$ cat src/rtl/mw_power_sequencer.sv
// Microwave control unit: keypad entry of a BCD MM:SS time, power level select,
// 1 Hz countdown and power-proportional magnetron duty cycle over a 10 s window.
module mw_power_sequencer #(
    parameter int DEFAULT_POWER = 10,
    parameter int DONE_SECS     = 3
) (
    input  logic       clk,
    input  logic       clear,
    input  logic       tick_1hz,
    input  logic       key_valid,
    input  logic [3:0] key_digit,
    input  logic       power_key,
    input  logic       start,
    input  logic       stop,
    input  logic       door_closed,
    output logic       mag_on,
    output logic       done,
    output logic [2:0] state,
    output logic [3:0] min_tens,
    output logic [3:0] min_ones,
    output logic [3:0] sec_tens,
    output logic [3:0] sec_ones,
    output logic [3:0] power_level
);

    typedef enum logic [2:0] {
        S_IDLE      = 3'd0,
        S_SET_POWER = 3'd1,
        S_COOK      = 3'd2,
        S_PAUSE     = 3'd3,
        S_DONE      = 3'd4
    } state_t;

    localparam logic [3:0] PWR_DEF = 4'(DEFAULT_POWER);
    localparam logic [7:0] DONE_LAST = 8'(DONE_SECS - 1);

    state_t     state_q, state_d;
    logic [3:0] mt_q, mt_d, mo_q, mo_d, st_q, st_d, so_q, so_d;
    logic [3:0] power_q, power_d, phase_q, phase_d;
    logic [7:0] dcnt_q, dcnt_d;
    logic [3:0] mt_dec, mo_dec, st_dec, so_dec;
    logic       time_zero, dec_zero, key_ok;

    always_ff @(posedge clk or posedge clear) begin
        if (clear) begin
            state_q <= S_IDLE;
            mt_q    <= 4'd0;
            mo_q    <= 4'd0;
            st_q    <= 4'd0;
            so_q    <= 4'd0;
            power_q <= PWR_DEF;
            phase_q <= 4'd0;
            dcnt_q  <= 8'd0;
        end else begin
            state_q <= state_d;
            mt_q    <= mt_d;
            mo_q    <= mo_d;
            st_q    <= st_d;
            so_q    <= so_d;
            power_q <= power_d;
            phase_q <= phase_d;
            dcnt_q  <= dcnt_d;
        end
    end

    // BCD borrow chain; seconds tens reloads 5 only on a borrow so entries like 0099 count as typed.
    always_comb begin
        mt_dec = mt_q;
        mo_dec = mo_q;
        st_dec = st_q;
        so_dec = so_q;
        if (so_q != 4'd0) begin
            so_dec = so_q - 4'd1;
        end else begin
            so_dec = 4'd9;
            if (st_q != 4'd0) begin
                st_dec = st_q - 4'd1;
            end else begin
                st_dec = 4'd5;
                if (mo_q != 4'd0) begin
                    mo_dec = mo_q - 4'd1;
                end else begin
                    mo_dec = 4'd9;
                    mt_dec = mt_q - 4'd1;
                end
            end
        end
    end

    assign time_zero = ({mt_q, mo_q, st_q, so_q} == 16'd0);
    assign dec_zero  = ({mt_dec, mo_dec, st_dec, so_dec} == 16'd0);
    assign key_ok    = key_valid && (key_digit <= 4'd9);

    // Priority within a cycle: stop > start > power_key > key_valid.
    always_comb begin
        state_d = state_q;
        mt_d    = mt_q;
        mo_d    = mo_q;
        st_d    = st_q;
        so_d    = so_q;
        power_d = power_q;
        phase_d = phase_q;
        dcnt_d  = dcnt_q;
        case (state_q)
            S_IDLE: begin
                if (stop) begin
                    {mt_d, mo_d, st_d, so_d} = 16'd0;
                    power_d = PWR_DEF;
                end else if (start) begin
                    if (!time_zero && door_closed) begin
                        state_d = S_COOK;
                        phase_d = 4'd0;
                    end
                end else if (power_key) begin
                    state_d = S_SET_POWER;
                end else if (key_ok) begin
                    {mt_d, mo_d, st_d, so_d} = {mo_q, st_q, so_q, key_digit};
                end
            end
            S_SET_POWER: begin
                if (stop) begin
                    state_d = S_IDLE;
                end else if (key_ok && !start && !power_key) begin
                    power_d = (key_digit == 4'd0) ? 4'd10 : key_digit;
                    state_d = S_IDLE;
                end
            end
            S_COOK: begin
                if (stop || !door_closed) begin
                    state_d = S_PAUSE;
                end else if (tick_1hz) begin
                    {mt_d, mo_d, st_d, so_d} = {mt_dec, mo_dec, st_dec, so_dec};
                    phase_d = (phase_q == 4'd9) ? 4'd0 : phase_q + 4'd1;
                    if (dec_zero) begin
                        state_d = S_DONE;
                        dcnt_d  = 8'd0;
                    end
                end
            end
            S_PAUSE: begin
                if (stop) begin
                    state_d = S_IDLE;
                    {mt_d, mo_d, st_d, so_d} = 16'd0;
                    power_d = PWR_DEF;
                end else if (start && door_closed) begin
                    state_d = S_COOK;
                end
            end
            S_DONE: begin
                if (start || stop || key_valid) begin
                    state_d = S_IDLE;
                    dcnt_d  = 8'd0;
                end else if (tick_1hz) begin
                    if (dcnt_q == DONE_LAST) begin
                        state_d = S_IDLE;
                        dcnt_d  = 8'd0;
                    end else begin
                        dcnt_d = dcnt_q + 8'd1;
                    end
                end
            end
            default: state_d = S_IDLE;
        endcase
    end

    always_comb begin
        mag_on      = (state_q == S_COOK) && door_closed && (phase_q < power_q);
        done        = (state_q == S_DONE);
        state       = state_q;
        min_tens    = mt_q;
        min_ones    = mo_q;
        sec_tens    = st_q;
        sec_ones    = so_q;
        power_level = power_q;
    end

endmodule

$ cat config.mk
export PLATFORM = sky130hd
export DESIGN_NAME = mw_power_sequencer
export DESIGN_NICKNAME = d
export VERILOG_FILES = /design/src/rtl/mw_power_sequencer.sv
export SDC_FILE = /design/constraint.sdc
export NUM_CORES = 1
export LEC_CHECK = 0
export BUFFER_PORTS_ARGS = -buffer_cell sky130_fd_sc_hd__buf_4
export CORE_AREA = 2 2 72 74
export CTS_CLUSTER_DIAMETER = 150
export DETAILED_ROUTE_END_ITERATION = 16
export DIE_AREA = 0 0 74 76
export MAX_ROUTING_LAYER = met4
export PLACE_DENSITY = 0.76
export SETUP_SLACK_MARGIN = 0.05
export SKIP_LAST_GASP = 1
export SLEW_MARGIN = 20
export SYNTH_ARGS = -nofsm -noshare
export SYNTH_HDL_FRONTEND = slang
export SYNTH_SLANG_ARGS = --single-unit
$ cat constraint.sdc
create_clock -name clk -period 2 [get_ports clk]
set_input_delay 0 -clock clk [delete_from_list [all_inputs] [get_ports clk]]
set_output_delay 0 -clock clk [all_outputs]
set_load 0.01 [all_outputs]
==> results.md, run 1 <==
- IO Count: 37
- Final core occ: between 60% and 70%
- Setup ws final: -0.115 ns
- Max IR drop VDD: 0.636 mV
- Post-synth ARST share: 100%
- Vias in the first global route: approximately 2500
- Mapped Cells: around 300
- TritonCTS clock tree: built
- Antenna Violating Nets Remaining: 0
- First-pass GRT wire length: ~12000 um
- Yosys warns: 0
- Clock Sinks: 35
- Starting Density: a little over 50%
- GR peak layer: met1
- Cell with the most instances after synthesis: dfrtp_1
- Place WS: -0.149 ns
- Worst Max-Slew Pin Slew: approximately 0.69 ns
- Vias: 2731
- Int Pwr: approximately 2.9 mW
- WL/cell: 15.9 um
- Leading area contributor after synthesis: dfrtp_1
- Die Y: between 70 and 80 um
- Slew Limit Fails: 0
- Crit share post-route: 106%
- Nets: ~410
- Clock-pin slew on the worst setup and hold paths: 0.07 ns
- Gr usage total: a little over a quarter
- Antenna diodes: 0
- Synth unique cells: just under 60
- Switch Pwr: about 2.4 mW
- Critical Path Slowest Stage Cell: dfrtp_2
- Final HPWL DP: about 5200 um
- Cell Area, Synth: approximately 2500 sq um
- Worst Path Required: between 2 and 2.5 ns
- Hold Vio Cnt, Final: 0
- Setup crit end kind: register
- Gpl congestion: around 0.92
- Htree depth: 2
- Violated checks: negative setup slack
- Core Box Area: just under 5000 sq um
- Via density: ~6.0
- Synth Register Bits: 35
- Die X-Extent: between 70 and 80 um
- DRC Markers: 0
- Status: finished, violations left
- CP peak stage delay: between 0.4 and 0.5 ns
- Main area contributors after synthesis: dfrtp_1 (33%), a21oi_1 (5.9%), o21ai_0 (5.7%), ha_1 (4.6%), nor2_1 (4.4%)
- Initial DRC count: 379
- TritonCTS Buffers: 5
- Comb pwr share: between 60 and 70%
- Max cap viols: 0
- Flop pwr share: between 20% and 30%
- Multi-input gate area: 1590 sq um
- Grt ovf: 0
- Synth Flop Type: dfrtp_1
- Share of cells above drive strength 1: about a third
- Die Footprint: 5620 sq um
- Root Driver: clkbuf_8
- Avg Cell Area, Syn: ~8.2 sq um
- Switch share: approximately 45%
- Leak: roughly 1.5 nW
- Pwr dens: about 1600 nW/um^2
- Crit-path max FO: 6
- Global Route met1 Usage: 38.8%
- Setup repair after global routing missed its margin: true
- Pin count of the biggest net entering global routing: 18
- WS Path Type: reg2reg
- CP arrival: 2.28 ns
- Worst-skew pair later-pin latency: roughly 0.3 ns
- Max Clk Rate: 473 MHz
- Filler cells: 373
- Reg area: between 800 and 900 sq um
- Clock share of power: 10.2%
- Min cycle time layout: 2.11 ns
- Register area share after synthesis: 35.5%
- Met3 Use GR: between 4 and 5%
- Met2 usage: 38.8%
- Slew margin rel.: 53.9%
- Worst Hold Class: in2reg
- TritonRoute pass-1 iters: 5
- Initial antenna violation count: 0
- CP Cell Sequence: nor4_4, buf_6, nand4_1, xor2_1, nand4_1, buf_6, nor3_4, o22ai_1
- Setup Viol. Count Final: 8
- Top post-synthesis cells by count: dfrtp_1 (33), a21oi_1 (29), nor2_1 (29), nand2_1 (28), o21ai_0 (28)
- Setup crit start kind: register
- Routed wire length: ~7300 um
- Port Buf Inserts: 36
- Syn_nets: ~320
- Area share of the largest cell type after synthesis: approximately 33%
- Longest Clk Path Bufs: 2
- Rows: 26
- Layout area overhead: 38.3%
- Final setup TNS: -0.661 ns
- Worst Skew: between 0.01 and 0.015 ns
- Number of flops mapped to enable cells by yosys: 0
power groups by stage:
stage / Combinational [mW] / Sequential [mW] / Clock, mW
final: 3.62 / 1.17 / 0.545
after global routing: 3.92 / 1.20 / 0.583
after CTS: 3.21 / 1.16 / 0.550
after detailed placement: 3.05 / 1.16 / 0
after global placement: 2.98 / 1.15 / 0
after floorplan: 1.65 / 1.30 / 0
per-stage QoR:
stage	hold WS [ns]	total power, mW	instance area [sq um]	instances
final	0.00883	5.33	3420	458
after floorplan	0.117	2.96	2480	303
after global placement	0.0169	4.13	3120	439
after global routing	0.0146	5.70	3420	458
after detailed placement	0.0122	4.21	3120	439
after CTS	0.000459	4.92	3310	453
layer usage:
metal  vias to the layer above  wire length (um)
met2                       131              3480
li1                       1298                 -
met3                        20               456
met1                      1282              3150
met5                         -                 0
met4                         0               191
cell type report:
cell class,count,area share (%)
clock inverter,1,0.146
tap,70,2.56
inverter,18,1.98
multi-input combinational,236,46.4
clock buffer,7,2.53
timing repair buffer,91,20.6
sequential,35,25.7
flip-flops by register name (all words and copies together) (netlist names):
name         flops
power_level      4
dcnt_q           8
phase_q          4
min_tens         4
sec_ones         4
min_ones         4
sec_tens         4
state            3
logic make-up (layout without fill, tap and decap cells):
logic type,Yosys count,after routing,synth area share [%]
buf+inv,32,117,5.01
flops,35,35,35.5
mux,4,4,1.67
simple gates,118,118,25.6
xor+xnor,2,2,0.709
compound gates,103,103,26.9
fa+ha+maj,9,9,4.56
path summary, 6_finish.rpt:
| kind | from | end | slack, ns | cells after the start |
|---|---|---|---|---|
| worst max register to register | sec_ones[2] | dcnt_q[4] | -0.11 | 8 |
| worst min-delay path | key_digit[1] | power_level[3] | 0.009 | 4 |
| min in group asynchronous | clear | min_tens[2] | 0.24 | 3 |
| worst min register to register | power_level[1] | power_level[1] | 0.52 | 2 |
| worst max-delay path | sec_ones[2] | dcnt_q[4] | -0.11 | 8 |
| max in group asynchronous | clear | power_level[3] | 1.18 | 4 |
placed cells by master, fill, tap and decap left out, types with 3 or more instances in the layout:
master,synthesis,final
buf_4,0,84
dfrtp_1,33,32
a21oi_1,29,29
nand2_1,28,27
nor2_1,29,25
o21ai_0,28,23
inv_1,18,18
nor3_1,15,14
nand3_1,12,12
o22ai_1,10,10
ha_1,9,9
nand4_1,6,6
clkbuf_8,0,6
o21ai_1,1,5
nor4_4,1,4
dlygate4sd3_1,0,4
o31ai_1,3,3
a31oi_1,3,3
a22oi_1,3,3
mux2i_1,3,3
buf_6,0,3
worst max-delay path: cells and delay by family (launching register included):
family | cells | cell delay, ns
buf+inv | 2 | 0.34
xor+xnor | 1 | 0.29
flops | 1 | 0.42
compound gates | 1 | 0.11
simple gates | 4 | 0.83
timing repair:
item                                   in CTS  in global routing
endpoints found under the hold margin      12                  0
setup endpoints to repair                  12                 20
pin swaps                                   3                  9
hold buffers                                4                  0
buffers inserted                            2                  5
gates resized for setup                     8                 18
Power figures use the tool's default switching activity.
==> run 2: changes to the inputs <==
- SETUP_SLACK_MARGIN: 0.05 -> 0.1
==> run 2 against run 1 <==
  * The run ends with negative hold slack, negative setup slack left
  * Clock-buffer cell count is 1 lower
  * Non-clock buffer count grew 3
  * Via count is 1.7% higher
  * Setup slack improved by 0.0070 ns
  * Cell count up 0.44%
  * Sequential share of layout area shrank 0.075 points
  * Maximum frequency up 0.33%
  * Combinational power up 3%
  * Critical path depth decreased by 1
  * Largest power group unchanged
==> results.md, run 2 (synthesis results as in run 1) <==
- Status: finished, violations left
- Violated checks: negative hold slack, negative setup slack
- First-pass GRT wire length: roughly 12000 um
- Via density: 6.04
- R2R setup slack: -0.11 ns
- Metal-1 WL: ~3400 um
- Gpl congestion: just over 0.9
- Worst Hold Class: in2reg
- TritonCTS clock tree: built
- WS Path Type: reg2reg
- Initial DRC count: between 300 and 400
- R2R cell count: 7
- Setup ws final: -0.108 ns
- Setup crit end kind: register
- TritonRoute pass-1 iters: 5
- Gr usage total: between 20 and 30%
- Htree depth: 2
- Longest Clk Path Bufs: 2
- Die Footprint: between 5000 and 6000 sq um
- Initial antenna violation count: 0
- Clock-pin slew on the worst setup and hold paths: around 0.080 ns
- Port Buf Inserts: 36
- Largest Register: dcnt_q
- Finished Cell Area: about 3400 sq um
- Antenna Violating Nets Remaining: 0
- IO Count: 37
- Pwr dens: approximately 1600 nW/um^2
- Met3 WL: ~460 um
- Hold_sp: key_digit[3]
- Routed wl met2: between 3000 and 4000 um
- Placed insts: between 400 and 500
- Fin cells: 460
- Hold Vio Cnt, Final: 1
- Max cap viols: 0
- Largest register FFs: 8
- Grt ovf: 0
- Hold Path End: power_level[3]
- Min cycle time layout: ~2.1 ns
- Slew Limit Fails: 0
- TritonCTS Buffers: 5
- Max Clk Rate: 474 MHz
- Setup repair after global routing missed its margin: true
- Layout area overhead: 38.7%
- Worst Path Required: 2.16 ns
- Final core occ: a little over two thirds
- Core Box Area: 4910 sq um
- CP arrival: 2.27 ns
- Top routing layer in use: met4
- Routed wire length: 7700 um
- Clock Sinks: 35
- WL/cell: approximately 17 um
- Hold path cells: 3
- Worst Max-Slew Pin Slew: ~0.53 ns
- Max IR drop VDD: just over 0.8 mV
- Die Y: around 76 um
- Commonest non-fill, non-tap cells in the layout: buf_4 (89), dfrtp_1 (32), nand2_1 (28), a21oi_1 (28), nor2_1 (26)
- Setup Viol. Count Final: 8
- Worst reg2reg path endpoint: dcnt_q[5]
- Slew margin rel.: between 60% and 70%
- Pin count of the biggest net entering global routing: 18
- Crit-path max FO: 7
- Share of cells above drive strength 1: around 33%
- Starting Density: roughly half
- RR Startpoint: min_ones[3]
- Die X-Extent: roughly 74 um
- Worst-skew pair later-pin latency: 0.29 ns
- Worst Skew: a little over 0.008 ns
- Leak: roughly 1.5 nW
- Vias: between 2000 and 3000
- Nets: approximately 410
- Final HPWL DP: 5400 um
- DRC Markers: 0
- Root Driver: clkbuf_8
- Antenna diodes: 0
- Vias in the first global route: 2556
- Setup crit start kind: register
- WHS: -0.00425 ns
- Commonest non-fill, non-tap cell in the layout: buf_4
- Rows: 26
- DP Area: roughly 3100 sq um
- Filler cells: around 370
- Crit share post-route: 105%
run 2: metrics by stage:
stage / hold WS [ns] / TNS, ns / power, mW / setup WS (ns)
2_1_floorplan: 0.117 / -0.187 / 2.96 / -0.0293
3_3_place_gp: 0.0765 / -0.121 / 4.20 / -0.0190
3_5_place_dp: 0.0823 / -0.435 / 4.28 / -0.0593
4_1_cts: 0.00202 / -0.0699 / 5.08 / -0.0227
5_1_grt: 0.0381 / -1.45 / 5.77 / -0.167
6_report: -0.00425 / -0.615 / 5.43 / -0.108
run 2: layout make-up:
class / instances / area [sq um] / area share [%]
Sequential cell: 35 / 880 / 25.7
Clock inverter: 1 / 5.00 / 0.146
Clock buffer: 6 / 82.6 / 2.41
Timing Repair Buffer: 94 / 721 / 21.0
Inverter: 18 / 67.6 / 1.97
Tap cell: 70 / 87.6 / 2.56
Multi-Input combinational cell: 236 / 1580 / 46.2
run 2: timing repair:
item                                    CTS  global route
resized for setup                         9            17
hold endpoints to repair                 12             0
buffers inserted                          5             3
endpoints found under the setup margin   14            28
pin swaps                                 5            10
hold buffers                              3             0
run 2: critical path, stage by stage (launching register included):
cell     delay [ns]
dfrtp_1        0.41
buf_4          0.19
nor2_1         0.28
nor2_1         0.09
or4_1          0.50
o311a_4        0.18
nor3_4         0.22
o22ai_1        0.11
run 2: how the worst max path moves through the flow:
| stage | from | end | cells past startpoint | slack, ns |
|---|---|---|---|---|
| final | min_ones[3] | dcnt_q[5] | 7 | -0.11 |
| after CTS | sec_ones[2] | dcnt_q[5] | 7 | -0.02 |
| after detailed placement | min_tens[0] | state[1] | 8 | -0.06 |
| after global placement | min_ones[3] | state[1] | 6 | -0.02 |
| after global routing | min_ones[3] | dcnt_q[5] | 7 | -0.17 |
| after floorplan | sec_ones[2] | dcnt_q[2] | 6 | -0.03 |
run 2: metal layers:
layer  track usage [%]  vias up
li1                  -     1303
met1              39.0     1345
met2              42.0      113
met3              5.69       17
met4              11.5        0
met5                 -        -
run 2: power by group:
group          internal, mW  switching, mW  leakage, nW
Clock                 0.271          0.277       0.0470
Combinational          1.75           1.97         1.00
Sequential            0.930          0.230        0.452
==> run 3: changes to the inputs <==
--- a/config.mk
+++ b/config.mk
@@ -12,3 +12,2 @@
 export DIE_AREA = 0 0 74 76
-export MAX_ROUTING_LAYER = met4
 export PLACE_DENSITY = 0.76
==> constraint.sdc (replaced) <==
create_clock -name clk -period 2 [get_ports clk]
set_input_delay 0.5 -clock clk [delete_from_list [all_inputs] [get_ports clk]]
set_output_delay 0.5 -clock clk [all_outputs]
set_load 0.01 [all_outputs]
==> run 3 against run 2 <==
  * The run ends with negative setup slack left
  * Clock skew is 0.0043 ns lower
  * Total power is 3.5% lower
  * Register-to-register slack gained 0.09 ns
  * Cell count is 1.1% lower
  * Clock-buffer cell count grew 1
  * Sequential share of layout area grew 0.11 points
  * Routed wire length is 10% lower
  * Critical endpoint is now mag_on
  * Largest cell class unchanged
==> results.md, run 3 (synthesis results as in run 1) <==
- WHS: 0.307 ns
- Critical Path Slowest Stage Cell: dfstp_2
- Htree depth: 2
- Setup Viol. Count Final: 9
- Status: finished, violations left
- Rows: 26
- Worst Max-Slew Pin Slew: 0.441 ns
- Starting Density: roughly half
- Hold Vio Cnt, Final: 0
- Max cap viols: 0
- TritonRoute pass-1 iters: 5
- Largest Register: dcnt_q
- Commonest non-fill, non-tap cells in the layout: buf_4 (85), dfrtp_1 (31), a21oi_1 (29), nand2_1 (27), nor2_1 (27)
- Leak: 1.48 nW
- Die Y: roughly 76 um
- Commonest non-fill, non-tap cell in the layout: buf_4
- TritonCTS clock tree: built
- Crit share post-route: 109%
- Pwr dens: about 1500 nW/um^2
- Slew Limit Fails: 0
- Grt ovf: 0
- Cts hold-fix bufs: 0
- Max IR drop VDD: between 0.7 and 0.8 mV
- WL/cell: 15.2 um
- Worst Path Required: 1.50 ns
- Pin count of the biggest net entering global routing: 36
- Routed wire length: ~6900 um
- Share of cells above drive strength 1: 33.8%
- Vias in the first global route: between 2000 and 2500
- First-pass GRT wire length: 11900 um
- Slew margin rel.: 70.3%
- Fin cells: 455
- Antenna Violating Nets Remaining: 0
- CP Cell Sequence: inv_2, ha_4, o21ai_2, a21boi_1, o21ai_1, and4b_1, buf_6
- Filler cells: between 300 and 400
- Via density: 5.81
- CP Buf/Inv Count: 2
- Gpl congestion: 0.878
- Antenna diodes: 0
- DRC Markers: 0
- Initial DRC count: about 270
- CP top delay family: flip-flops
- Final HPWL DP: 4990 um
- WS Path Type: reg2out
- Crit-path max FO: 2
- IO Count: 37
- Root Driver: clkbuf_8
- Die X-Extent: 74 um
- Vias: 2645
- Setup crit end kind: output pin
- Core Box Area: 4910 sq um
- Violated checks: negative setup slack
- RR Startpoint: sec_ones[2]
- Die Footprint: around 5600 sq um
- Clock-pin slew on the worst setup and hold paths: 0.07 ns
- Setup repair after global routing missed its margin: true
- Longest Clk Path Bufs: 2
- Layout area overhead: 38.3%
- Worst Skew: around 0.0038 ns
- Initial antenna violation count: 0
- CP peak stage delay: 0.54 ns
- Clock Sinks: 35
- Worst Hold Class: in2async
- CP arrival: 1.68 ns
- Min cycle time layout: roughly 2.2 ns
- Nets: roughly 400
- Worst-skew pair later-pin latency: 0.29 ns
- Port Buf Inserts: 36
- Setup crit start kind: register
- Placed insts: 443
- TritonCTS Buffers: 5
- Critical Path Start: power_level[1]
- Gr usage total: between 20% and 30%
- Max Clk Rate: roughly 460 MHz
- Largest register FFs: 8
- Setup ws final: -0.183 ns
run 3: changes by cell type in the layout (fill, tap and decap cells not counted), moves of 2 or more:
| cell | delta |
|---|---|
| o21ai_1 | -3 |
| buf_4 | -4 |
| o21ai_0 | +2 |
| dlygate4sd3_1 | -3 |
run 3: timing repair:
action | CTS | global route
setup buffers | 4 | 0
gates resized for setup | 14 | 17
pin swaps | 8 | 7
setup endpoints to repair | 15 | 26
run 3: through the flow:
step | worst slack (ns) | setup TNS [ns] | cell area (sq um) | power [mW] | util, %
floorplan | -0.0293 | -0.187 | 2490 | 2.97 | -
global placement | -0.0945 | -0.598 | 3160 | 4.16 | 64.4
detailed placement | -0.128 | -0.951 | 3160 | 4.24 | 64.4
CTS | -0.181 | -0.903 | 3340 | 5.04 | 68.1
global route | -0.256 | -1.28 | 3420 | 5.65 | 69.6
finish | -0.183 | -0.301 | 3420 | 5.24 | 69.6
run 3: path summary, 6_finish.rpt:
kind                             endpoint  slack [ns]  depth (start not counted)
setup / recovery                   mag_on       -0.18                          7
max in group asynchronous  power_level[1]        1.35                          3
setup reg to reg                dcnt_q[2]       -0.02                          7
hold reg to reg            power_level[3]        0.52                          2
min in group clk           power_level[0]        0.46                          3
hold / removal                min_ones[0]        0.31                          3
run 3: cell type report:
class                           instances  area [sq um]  area share [%]
Timing Repair Buffer                   88           681            19.9
Multi-Input combinational cell        236          1610            47.1
Clock inverter                          1          5.00           0.146
Tap cell                               70          87.6            2.56
Sequential cell                        35           881            25.8
Inverter                               18          67.6            1.98
Clock buffer                            7          86.3            2.53
run 3: layer usage:
metal	up-vias	routed length, um	part of all wire [%]	track usage, %
li1	1295	-	-	-
met2	92	3280	48	40.4
met5	-	0	0	0
met1	1243	3100	45	38.0
met4	0	178	2.6	8.91
met3	15	338	4.9	5.16
run 3: worst min-delay path, cell delays in order:
cell,delay (ns)
buf_4,0.11
inv_1,0.04
buf_4,0.38
run 3: where the power goes:
group          switching (mW)  internal [mW]  leakage [nW]
Clock                   0.256          0.278        0.0482
Sequential              0.238          0.932         0.451
Combinational            1.84           1.70         0.985
Total                    2.33           2.91          1.48
